--- src/rtl/motor_pkg.sv ---
// motor_pkg: shared steering codes, FSM state encoding and duty defaults for the motor drive path
package motor_pkg;
  localparam logic [3:0] DIR_FWD    = 4'b0000;
  localparam logic [3:0] DIR_VEER_L = 4'b0101;
  localparam logic [3:0] DIR_VEER_R = 4'b1001;
  localparam logic [3:0] DIR_STOP   = 4'b1111;

  typedef enum logic [1:0] {
    ST_BRAKE = 2'd0,
    ST_DRIVE = 2'd1,
    ST_DECEL = 2'd2
  } st_e;

  localparam int unsigned FULL_DUTY_DEF = 255;
  localparam int unsigned SLOW_DUTY_DEF = 96;

  typedef struct packed {
    logic       stop;
    logic [7:0] l;
    logic [7:0] r;
  } tgt_t;

  // any code other than the three driving codes is a stop request
  function automatic tgt_t dir_decode(input logic [3:0] d, input logic [7:0] full, input logic [7:0] slow);
    return d == DIR_FWD    ? {1'b0, full, full} :
           d == DIR_VEER_L ? {1'b0, slow, full} :
           d == DIR_VEER_R ? {1'b0, full, slow} : {1'b1, 16'd0};
  endfunction
endpackage

--- src/rtl/pwm_ramp_chan.sv ---
// pwm_ramp_chan: one motor channel - slew-limited pending duty, period-aligned applied duty, PWM comparator
module pwm_ramp_chan #(
  parameter logic [8:0] STEP = 9'd32
) (
  input  logic       clk,
  input  logic       rst_n,
  input  logic       clr,
  input  logic       tick,
  input  logic       wrap,
  input  logic [7:0] target,
  input  logic [7:0] cnt,
  output logic [7:0] duty,
  output logic       pwm
);
  logic [7:0] pend, pend_nx;
  logic [8:0] up, dn;

  // move pending toward target by at most STEP, clamping exactly at target
  always_comb begin
    up = {1'b0, pend} + STEP;
    dn = {1'b0, pend} - STEP;
    pend_nx = !tick ? pend
            : target > pend ? (up >= {1'b0, target} ? target : up[7:0])
            : (dn[8] || dn[7:0] <= target) ? target : dn[7:0];
  end

  // pending follows the ramp every clk; applied duty changes only at a period wrap
  always_ff @(posedge clk or negedge rst_n)
    if (!rst_n) begin
      pend <= '0;
      duty <= '0;
    end else if (clr) begin
      pend <= '0;
      duty <= '0;
    end else begin
      pend <= pend_nx;
      if (wrap) duty <= pend_nx;
    end

  assign pwm = cnt < duty;
endmodule

--- src/rtl/motor_pwm_drive.sv ---
// motor_pwm_drive: dual H-bridge PWM drive with period-aligned duty and brake sequencing; MOTOR_RAMP_EN enables the soft ramp
module motor_pwm_drive
  import motor_pkg::*;
#(
  parameter int unsigned PRESCALE  = 4,
  parameter int unsigned FULL_DUTY = FULL_DUTY_DEF,
  parameter int unsigned SLOW_DUTY = SLOW_DUTY_DEF,
  parameter int unsigned RAMP_DIV  = 2_500_000,
  parameter int unsigned RAMP_STEP = 32
) (
  input  logic       clk,
  input  logic       rst_n,
  input  logic [3:0] dir,
  output logic       ml_a,
  output logic       ml_b,
  output logic       mr_a,
  output logic       mr_b,
  output logic [7:0] duty_l,
  output logic [7:0] duty_r,
  output logic [1:0] state
);
  localparam int PW = $clog2(PRESCALE + 1);

  logic [3:0]    dir_q;
  logic [PW-1:0] presc;
  logic [7:0]    cnt;
  logic          inc, wrap, tick, brk, pwm_l, pwm_r;
  logic [7:0]    tgt_l, tgt_r;
  st_e           st, st_nx;
  tgt_t          dec;

  assign dec  = dir_decode(dir_q, 8'(FULL_DUTY), 8'(SLOW_DUTY));
  assign inc  = presc == PW'(PRESCALE - 1);
  assign wrap = inc && cnt == 8'hff;

  // steering input register and shared PWM time base
  always_ff @(posedge clk or negedge rst_n)
    if (!rst_n) begin
      dir_q <= DIR_STOP;
      presc <= '0;
      cnt   <= '0;
    end else begin
      dir_q <= dir;
      presc <= inc ? '0 : presc + PW'(1);
      cnt   <= cnt + 8'(inc);
    end

`ifdef MOTOR_RAMP_EN
  localparam int TW = $clog2(RAMP_DIV + 1);
  localparam logic [8:0] STEP = 9'(RAMP_STEP);
  logic [TW-1:0] tmr;
  assign tick = tmr == TW'(RAMP_DIV - 1);
  // ramp timer: one tick every RAMP_DIV clocks
  always_ff @(posedge clk or negedge rst_n)
    if (!rst_n) tmr <= '0;
    else tmr <= tick ? '0 : tmr + TW'(1);
`else
  // a step wider than the duty range makes pending equal target on every clk
  localparam logic [8:0] STEP = 9'd256;
  logic unused_cfg;
  assign tick = 1'b1;
  assign unused_cfg = (RAMP_DIV != 0) ^ (RAMP_STEP != 0);
`endif

  // state register
  always_ff @(posedge clk or negedge rst_n)
    if (!rst_n) st <= ST_BRAKE;
    else st <= st_nx;

  // next state from the registered steering code and the applied duties
  always_comb
    st_nx = st == ST_BRAKE ? (dec.stop ? ST_BRAKE : ST_DRIVE)
          : st == ST_DRIVE ? (dec.stop ? ST_DECEL : ST_DRIVE)
          : !dec.stop ? ST_DRIVE
          : (duty_l == 8'd0 && duty_r == 8'd0) ? ST_BRAKE : ST_DECEL;

  assign brk   = st == ST_BRAKE;
  assign tgt_l = (st == ST_DRIVE && !dec.stop) ? dec.l : 8'd0;
  assign tgt_r = (st == ST_DRIVE && !dec.stop) ? dec.r : 8'd0;
  assign state = st;

  // bridge mapping: brake drives both legs high, otherwise PWM on A with B low
  always_comb begin
    ml_a = brk | pwm_l;
    ml_b = brk;
    mr_a = brk | pwm_r;
    mr_b = brk;
  end

  pwm_ramp_chan #(.STEP(STEP)) u_left (
    .clk(clk), .rst_n(rst_n), .clr(brk), .tick(tick), .wrap(wrap),
    .target(tgt_l), .cnt(cnt), .duty(duty_l), .pwm(pwm_l)
  );

  pwm_ramp_chan #(.STEP(STEP)) u_right (
    .clk(clk), .rst_n(rst_n), .clr(brk), .tick(tick), .wrap(wrap),
    .target(tgt_r), .cnt(cnt), .duty(duty_r), .pwm(pwm_r)
  );
endmodule

--- config.mk ---
export PLATFORM = sky130hd
export DESIGN_NAME = motor_pwm_drive
export DESIGN_NICKNAME = d
export VERILOG_FILES = /design/src/rtl/motor_pkg.sv /design/src/rtl/pwm_ramp_chan.sv /design/src/rtl/motor_pwm_drive.sv
export SDC_FILE = /design/constraint.sdc
export NUM_CORES = 1
export LEC_CHECK = 0
export CORE_AREA = 2 2 58 60
export DETAILED_ROUTE_END_ITERATION = 10
export DIE_AREA = 0 0 60 62
export GPL_TIMING_DRIVEN = 0
export PLACE_DENSITY = 0.65
export SLEW_MARGIN = 25
export SYNTH_ARGS = -nofsm -noshare
export SYNTH_HDL_FRONTEND = slang
export SYNTH_SLANG_ARGS = --single-unit
--- constraint.sdc ---
create_clock -name clk -period 3.56 [get_ports clk]
set_clock_uncertainty 0.05 [all_clocks]
set_input_delay 0.356 -clock clk [delete_from_list [all_inputs] [get_ports clk]]
set_output_delay 0.356 -clock clk [all_outputs]
set_load 0.05 [all_outputs]
==> results_dict.tcl, run 1 <==
set metrics [dict create \
    track_usage 0.1396 \
    synth_edf_count 0 \
    die-area_um2 3720 \
    grt_pass1_vias 914 \
    final_antenna_net_count 0 \
    switchingPower_w 0.0001625 \
    synth_cell_type_count 31 \
    p_seq_frac 0.471 \
    grt_pass1_wl_um 3953 \
    clkTransAtPathRegs_ns 0.11 \
    finish.utilization 0.4943 \
    grt_start_max_net_pins 21 \
    holdWs_ns 0.3848 \
    p_per_area_nw_per_um2 324.5 \
    cts_tree "yes" \
    yosys_warnings 0 \
    htreeDepth 1 \
    r2r_slack_ns 1.95 \
    globalRouteOverflowTotal 0 \
    initial_core_util 0.3798 \
    drtIter0Drc 30 \
    reg2reg_to "cnt[6]" \
    dp_hpwl_um 1849 \
    synthCells 109 \
    synth-seq-cells 20 \
    numCtsBuffers 3 \
    antenna_found_initial 0 \
    clock_path_buffers 2 \
    cts_sinks 20 \
    yosys.area_share.simple 0.1347 \
    synth_top_family_by_area "adder cells" \
    drv_cap 0 \
    syn_area_um2 1207 \
    endpoint_kind "primary output" \
    final_cell_mix "27 x clkdlybuf4s50_1, 16 x dfrtp_1, 15 x ha_1, 14 x buf_4, 7 x xnor2_1" \
    leakage_nw 0.6798 \
    worst_pin_slew_ns 0.8486 \
    max_clock_freq_mhz 315.8 \
    r2r_cells 6 \
    syn_to_final_growth_pct 30.16 \
    drive_gt1_frac 0.1857 \
    cp-start-kind "flip-flop" \
    async_flop_share 1.000 \
    worst_slack_ns 0.3930 \
    outcome "finished, final reports clean" \
    min_period_ns 3.167 \
    drc_errors 0 \
    required_ns 3.15 \
    ys.flop_type "dfrtp_1" \
    portBuffers 27 \
    relSlewSlack 0.4325 \
    hold_class "reg -> reg" \
    combinationalPowerShare 0.280 \
    rows 21 \
    core_um2 3179 \
    synth_fp_nets 130 \
    hold_violations 0 \
    finalNonFillerCells 186 \
    ctsRootBufferMaster "clkbuf_4" \
    clkPwrFrac 0.250 \
    dp.cells 182 \
    wirelength_um 2226 \
    path_class "reg -> out" \
    ys_seq_area_frac 0.4187 \
    die_w_um 60 \
    clk_latency_ns 0.29 \
    antenna_cells 0 \
    dr.pass1.iters 3 \
    io_pins 28 \
    holdPathStages 1 \
    synthAdderAreaFrac 0.1554 \
    r2r_start "presc[0]" \
    finalMaxSlewViolations 0 \
    synth_compound_area_frac 0.1306 \
    viasPerCell 4.866 \
    hold-path-endpoint "presc[0]" \
    fin_nets 162 \
    postCtsHoldBufs 0 \
    syn_avg_cell_area_um2 11.08 \
    rsz0062_at_grt "false" \
    wire_per_inst_um 11.97 \
    die_y_um 62 \
    period_share 0.8896 \
    cts_setup_buffers 0 \
    via_count 905 \
    p_int_w 0.0003474 \
    muxShareOfSynthArea 0 \
    peakVddDrop_uv 216.1 \
    post_cts_resized 0 \
    synth_xor_area_frac 0.05803 \
    post-place-ws_ns 0.7454 \
    setup_tns_ns 0 \
    setup_viol 0 \
    worstPathArrival_ns 2.76 \
    gp_congestion 0.7753 \
    final_common_cell "clkdlybuf4s50_1" \
    worstHoldStart "presc[0]" \
    path_max_fanout 9 \
    swShare 0.3187 \
]
final cells by class:
class,count,area [um2]
inverter,4,15.01
fill,304,1608
timing repair buffer,27,270.3
sequential,20,505.5
buffer,15,108.9
multi-input combinational,70,578.1
clock buffer,4,36.28
tap,46,57.56
kinds of logic (layout without fill, tap and decap cells):
group,count (synthesis),count (layout)
compound gates,21,21
simple gates,26,26
flops,20,20
fa+ha+maj,15,15
xor+xnor,8,8
buf+inv,19,50
cell usage after synthesis (3+ instances only):
library cell | n | area (um2)
a211oi_1 | 4 | 30.03
a21oi_1 | 3 | 15.01
buf_4 | 14 | 105.1
dfrtp_1 | 16 | 400.4
dfstp_2 | 4 | 105.1
ha_1 | 15 | 187.7
inv_1 | 4 | 15.01
nand2_1 | 4 | 15.01
nand2b_1 | 3 | 18.77
nor2_1 | 5 | 18.77
o211ai_1 | 5 | 37.54
xnor2_1 | 7 | 61.31
metal layers:
| metal | up-vias | part of all wire | global-route usage | routed length (um) |
|---|---|---|---|---|
| li1 | 448 | - | - | - |
| met3 | 0 | 0.046 | 0.01656 | 103 |
| met5 | - | 0 | 0 | 0 |
| met1 | 430 | 0.47 | 0.1775 | 1056 |
| met4 | 0 | 0 | 0.03810 | 0 |
| met2 | 27 | 0.48 | 0.2516 | 1066 |
worst max-delay path, stage by stage (launching register included):
cell and delay [ns]:
dfrtp_1 0.51, inv_1 0.20, ha_1 0.32, a21o_1 0.16, a211oi_1 0.28, o32a_1 0.20, clkdlybuf4s50_1 0.81
through the flow:
stage               cell area (um2)   power, W
global placement               1535  0.0003861
finish                         1572  0.0005099
global route                   1572  0.0005369
CTS                            1572  0.0005176
detailed placement             1535  0.0003878
floorplan                      1207  0.0003379
power by group through the flow:
| stage | clock network [W] | registers [W] | logic (W) |
|---|---|---|---|
| 4_1_cts | 0.000134 | 0.000240 | 0.000143 |
| 5_1_grt | 0.000145 | 0.000241 | 0.000151 |
| 2_1_floorplan | 0 | 0.000258 | 0.0000802 |
| 3_5_place_dp | 0 | 0.000245 | 0.000143 |
| 3_3_place_gp | 0 | 0.000244 | 0.000142 |
| 6_report | 0.000127 | 0.000240 | 0.000143 |
worst max-delay path by stage:
stage                               start   end  slack (ns)  depth (start not counted)
after CTS                  u_left.duty[4]  ml_a        0.40                          6
after detailed placement  u_right.duty[4]  mr_a        0.75                          7
after global placement    u_right.duty[4]  mr_a        0.75                          6
after global routing       u_left.duty[4]  ml_a        0.20                          6
after floorplan                  state[1]  ml_a        0.99                          3
final                      u_left.duty[4]  ml_a        0.39                          6
sequential cells by signal (all words and copies together) (netlist names):
name,flops
cnt,8
u_left.duty,1
presc,3
state,2
dir_q,4
u_right.duty,2
Power figures use the tool's default switching activity.
==> run 2, diff against run 1 <==
--- a/config.mk
+++ b/config.mk
@@ -5,9 +5,9 @@
 export SDC_FILE = /design/constraint.sdc
 export NUM_CORES = 1
 export LEC_CHECK = 0
-export CORE_AREA = 2 2 58 60
+export CORE_AREA = 4 4 60 62
 export DETAILED_ROUTE_END_ITERATION = 10
-export DIE_AREA = 0 0 60 62
+export DIE_AREA = 0 0 64 66
 export GPL_TIMING_DRIVEN = 0
 export PLACE_DENSITY = 0.65
 export SLEW_MARGIN = 25
==> run 2 against run 1 <==
  * Worst setup slack got worse by 0.025 ns
  * Clock power up 41%
  * Register-to-register slack worse by 0.02 ns
  * Hold slack gained 0.012 ns
  * Sequential share of layout area shrank 0.28 points
  * Die area is 14% higher
  * Non-clock buffer count unchanged
  * Sequential cell count did not move
  * Clock-buffer cell count shrank 1
  * Wire length rose by 4.0%
  * Combinational power about the same
  * Largest power group unchanged
  * Highest routed layer unchanged
==> results_dict.tcl, run 2 (synthesized netlist as in run 1, its figures left out) <==
set metrics [dict create \
    outcome "finished, final reports clean" \
    cts_setup_buffers 0 \
    globalRouteOverflowTotal 0 \
    required_ns 3.15 \
    gp_congestion 0.7941 \
    drv_cap 0 \
    finalMaxSlewViolations 0 \
    portBuffers 27 \
    drtIter0Drc 23 \
    rsz0062_at_grt "false" \
    hold_violations 0 \
    leakage_nw 0.6867 \
    viasPerCell 4.826 \
    top_register "cnt" \
    die_y_um 66 \
    drive_gt1_frac 0.1857 \
    cts_sinks 20 \
    relSlewSlack 0.4322 \
    antenna_found_initial 0 \
    peakVddDrop_uv 248.7 \
    endpoint_kind "primary output" \
    clk_latency_ns 0.29 \
    grt_pass1_wl_um 3926 \
    cp-start-kind "flip-flop" \
    dr.pass1.iters 4 \
    clkTransAtPathRegs_ns 0.11 \
    postCtsHoldBufs 0 \
    final_antenna_net_count 0 \
    dp_hpwl_um 1840 \
    initial_core_util 0.3988 \
    setup_tns_ns 0 \
    antenna_cells 0 \
    p_per_area_nw_per_um2 354.9 \
    largest_reg_flops 8 \
    reg_top3 "cnt: 8 flops, dir_q: 4 flops, presc: 3 flops" \
    syn_to_final_growth_pct 31.30 \
    worstPathArrival_ns 2.79 \
    min_period_ns 3.192 \
    grt_pass1_vias 889 \
    grt_start_max_net_pins 21 \
    io_pins 28 \
    period_share 0.8965 \
    fin_nets 162 \
    ctsRootBufferMaster "clkbuf_4" \
    numCtsBuffers 3 \
    setup_viol 0 \
    worst_pin_slew_ns 0.8491 \
    path_class "reg -> out" \
    final_common_cell "clkdlybuf4s50_1" \
    htreeDepth 1 \
    clock_path_buffers 2 \
    wire_per_inst_um 12.58 \
    core_um2 3028 \
    path_max_fanout 10 \
    track_usage 0.1158 \
    die-area_um2 4224 \
    via_count 888 \
    final_cell_mix "27 x clkdlybuf4s50_1, 16 x dfrtp_1, 15 x ha_1, 14 x buf_4, 7 x xnor2_1" \
    post_cts_resized 0 \
    wirelength_um 2314 \
    rows 20 \
    dp.cells 180 \
    drc_errors 0 \
    max_clock_freq_mhz 313.3 \
    hold_class "reg -> reg" \
    cts_tree "yes" \
    nFillCells 272 \
    finalNonFillerCells 184 \
    die_w_um 64 \
]
run 2: cell count changes in the layout (fill, tap and decap cells not counted):
cell,before,now
bufinv_16,0,1
clkbuf_8,1,0
run 2: stage by stage:
stage / hold WS (ns) / setup WS, ns / cell area [um2] / utilization / power [W]
after floorplan: 0.01041 / 0.9892 / 1207 / - / 0.0003379
after global placement: 0.3701 / 0.7671 / 1533 / 0.5062 / 0.0003874
after detailed placement: 0.3867 / 0.7171 / 1533 / 0.5062 / 0.0003873
after CTS: 0.3879 / 0.3523 / 1585 / 0.5236 / 0.0005706
after global routing: 0.3687 / 0.1890 / 1585 / 0.5236 / 0.0005896
final: 0.3973 / 0.3684 / 1585 / 0.5236 / 0.0005626
run 2: layout make-up:
cell class	instances	area (um2)	share of cell area
clock inverters	1	30.03	0.01894
plain buffers	15	108.9	0.06867
inverters	4	15.01	0.009471
clock buffers	3	22.52	0.01421
repair buffers	27	270.3	0.1705
well taps	44	55.05	0.03473
flip-flops and latches	20	505.5	0.3189
multi-input cells	70	578.1	0.3646
run 2: worst max-delay path, stage by stage, from the launching register on:
cell             delay [ns]
dfrtp_1                0.56
inv_1                  0.19
ha_1                   0.33
a21o_1                 0.15
a211oi_1               0.27
o32a_1                 0.18
clkdlybuf4s50_1        0.80
run 2: worst paths after layout:
check | startpoint | to | slack (ns) | depth (start not counted)
hold / removal | presc[0] | presc[0] | 0.40 | 1
setup reg to reg | presc[0] | cnt[4] | 1.93 | 6
max in group asynchronous | rst_n | cnt[6] | 2.45 | 1
min in group asynchronous | rst_n | presc[2] | 0.49 | 1
setup / recovery | u_right.duty[4] | mr_a | 0.37 | 6
hold reg to reg | presc[0] | presc[0] | 0.40 | 1
run 2: layer usage:
layer | track usage | up-vias | part of all wire
met1 | 0.1382 | 416 | 0.47
met3 | 0.02381 | 0 | 0.066
met4 | 0.04043 | 0 | 0
li1 | - | 443 | -
met2 | 0.2052 | 29 | 0.46
met5 | 0 | - | 0
run 2: power by group:
part           internal, W  total [W]  switching, W
combinational    0.0000499   0.000144     0.0000937
clock             0.000114   0.000179     0.0000654
sequential        0.000235   0.000240    0.00000475
==> run 3, diff against run 2 <==
--- a/config.mk
+++ b/config.mk
@@ -5,9 +5,9 @@
 export SDC_FILE = /design/constraint.sdc
 export NUM_CORES = 1
 export LEC_CHECK = 0
-export CORE_AREA = 4 4 60 62
+export CORE_AREA = 5 5 61 63
 export DETAILED_ROUTE_END_ITERATION = 10
-export DIE_AREA = 0 0 64 66
+export DIE_AREA = 0 0 66 68
 export GPL_TIMING_DRIVEN = 0
 export PLACE_DENSITY = 0.65
 export SLEW_MARGIN = 25
==> run 3 against run 2 <==
  * Via count decreased by 0.56%
  * First-iteration DRC count increased by 110%
  * Total power increased by 0.42%
  * Sequential share of layout area decreased by 0.15 points
  * Clock power about the same
  * Final area increased by 0.47%
  * Combinational power about the same
  * Global-route usage decreased by 0.93 points
  * Wire length decreased by 0.99%
  * Largest power group unchanged
  * Critical path type unchanged
  * Sequential cell count unchanged
  * Largest cell class unchanged
  * Hold slack got worse by 0.0074 ns
  * Maximum frequency increased by 1.4%
==> results_dict.tcl, run 3 (synthesized netlist as in run 1, its figures left out) <==
set metrics [dict create \
    finish.utilization 0.5010 \
    endpoint_kind "primary output" \
    worst_pin_slew_ns 0.5074 \
    setup_tns_ns 0 \
    wire_per_inst_um 12.25 \
    worst_slack_ns 0.4136 \
    dr.pass1.iters 4 \
    grt_pass1_vias 852 \
    final_antenna_net_count 0 \
    syn_to_final_growth_pct 31.92 \
    post-place-ws_ns 0.7365 \
    grt_pass1_wl_um 3822 \
    cpMaxStageDelayCell "clkdlybuf4s50_1" \
    min_period_ns 3.146 \
    via_count 883 \
    max_clock_freq_mhz 317.8 \
    rsz0062_at_grt "false" \
    viasPerCell 4.722 \
    antenna_cells 0 \
    leakage_nw 0.6909 \
    total_power_w 0.0005650 \
    cpLargestDelayFamily "buffers and inverters" \
    final_common_cell "clkdlybuf4s50_1" \
    hold_class "reg -> reg" \
    clk_latency_ns 0.29 \
    rows 21 \
    htreeDepth 1 \
    finalMaxSlewViolations 0 \
    cp-start-kind "flip-flop" \
    antenna_found_initial 0 \
    drtIter0Drc 48 \
    outcome "finished, final reports clean" \
    clkTransAtPathRegs_ns 0.11 \
    ctsRootBufferMaster "clkbuf_4" \
    period_share 0.8838 \
    required_ns 3.15 \
    core_um2 3179 \
    drc_errors 0 \
    globalRouteOverflowTotal 0 \
    cp_num_buf_inv 2 \
    grt_start_max_net_pins 21 \
    final_cell_mix "26 x clkdlybuf4s50_1, 16 x dfrtp_1, 15 x ha_1, 14 x buf_4, 7 x xnor2_1" \
    top_register "cnt" \
    setup_viol 0 \
    gp_congestion 0.7699 \
    track_usage 0.1066 \
    fin_nets 163 \
    cts_sinks 20 \
    largest_reg_flops 8 \
    clock_path_buffers 2 \
    path_max_fanout 9 \
    drv_cap 0 \
    p_per_area_nw_per_um2 354.7 \
    postCtsHoldBufs 0 \
    dp_hpwl_um 1895 \
    hold_violations 0 \
    numCtsBuffers 3 \
    max_stage_delay_ns 0.81 \
    die_y_um 68 \
    cts_tree "yes" \
    cp_cell_sequence "inv_1 > ha_1 > nand2_1 > nor2_1 > a211oi_1 > o32a_1 > clkdlybuf4s50_1" \
    portBuffers 27 \
    initial_core_util 0.3798 \
    die-area_um2 4488 \
    io_pins 28 \
    post_cts_resized 0 \
    worstPathArrival_ns 2.74 \
    cts_setup_buffers 0 \
    reg_top3 "cnt: 8 flops, dir_q: 4 flops, presc: 3 flops" \
    path_class "reg -> out" \
    wirelength_um 2291 \
    drive_gt1_frac 0.1915 \
    die_w_um 66 \
    relSlewSlack 0.6607 \
    peakVddDrop_uv 207.0 \
]
[run 3: changes by cell type in the layout (fill, tap and decap cells not counted)]
| cell | change |
|---|---|
| buf_2 | +1 |
| clkdlybuf4s50_1 | -1 |
| dlygate4sd3_1 | +1 |
[run 3: cell type report]
class | count | area, um2
inverters | 4 | 15.01
repair buffers | 28 | 275.3
clock buffers | 3 | 22.52
fillers | 304 | 1587
well taps | 46 | 57.56
multi-input cells | 70 | 578.1
flip-flops and latches | 20 | 505.5
plain buffers | 15 | 108.9
clock inverters | 1 | 30.03
[run 3: worst reg2reg max path: cells and delay by family (launching register included)]
| kind | cells | cell delay, ns |
|---|---|---|
| adders and majority gates | 3 | 0.68 |
| xor gates and xnor gates | 1 | 0.15 |
| and+or+nand+nor | 1 | 0.22 |
| DFF | 1 | 0.40 |
[run 3: path summary, 6_finish.rpt]
path / from / endpoint / slack [ns] / cells after the start
worst max-delay path: u_left.duty[4] / ml_a / 0.41 / 7
worst min-delay path: presc[0] / presc[0] / 0.39 / 1
worst max register to register: presc[0] / cnt[2] / 1.95 / 5
worst min register to register: presc[0] / presc[0] / 0.39 / 1
max in group asynchronous: rst_n / dir_q[3] / 2.67 / 2
min in group asynchronous: rst_n / presc[2] / 0.46 / 2
[run 3: where the power goes]
group	switching (W)	internal, W
registers	0.00000485	0.000235
clock network	0.0000675	0.000114
logic	0.0000937	0.0000500
[run 3: per-stage QoR]
stage                     hold slack (ns)  cell area [um2]  instances
after floorplan                   0.01041             1207        109
after global placement             0.3702             1535        182
after detailed placement           0.3763             1535        182
after CTS                          0.3870             1588        186
after global routing               0.3819             1593        187
final                              0.3899             1593        187
[run 3: metal layers]
layer | GRT usage | vias to the layer above | routed length (um)
met1 | 0.1347 | 403 | 1070
met5 | 0 | - | 0
met4 | 0.03046 | 0 | 0
met2 | 0.1840 | 32 | 1038
li1 | - | 448 | -
met3 | 0.02299 | 0 | 183
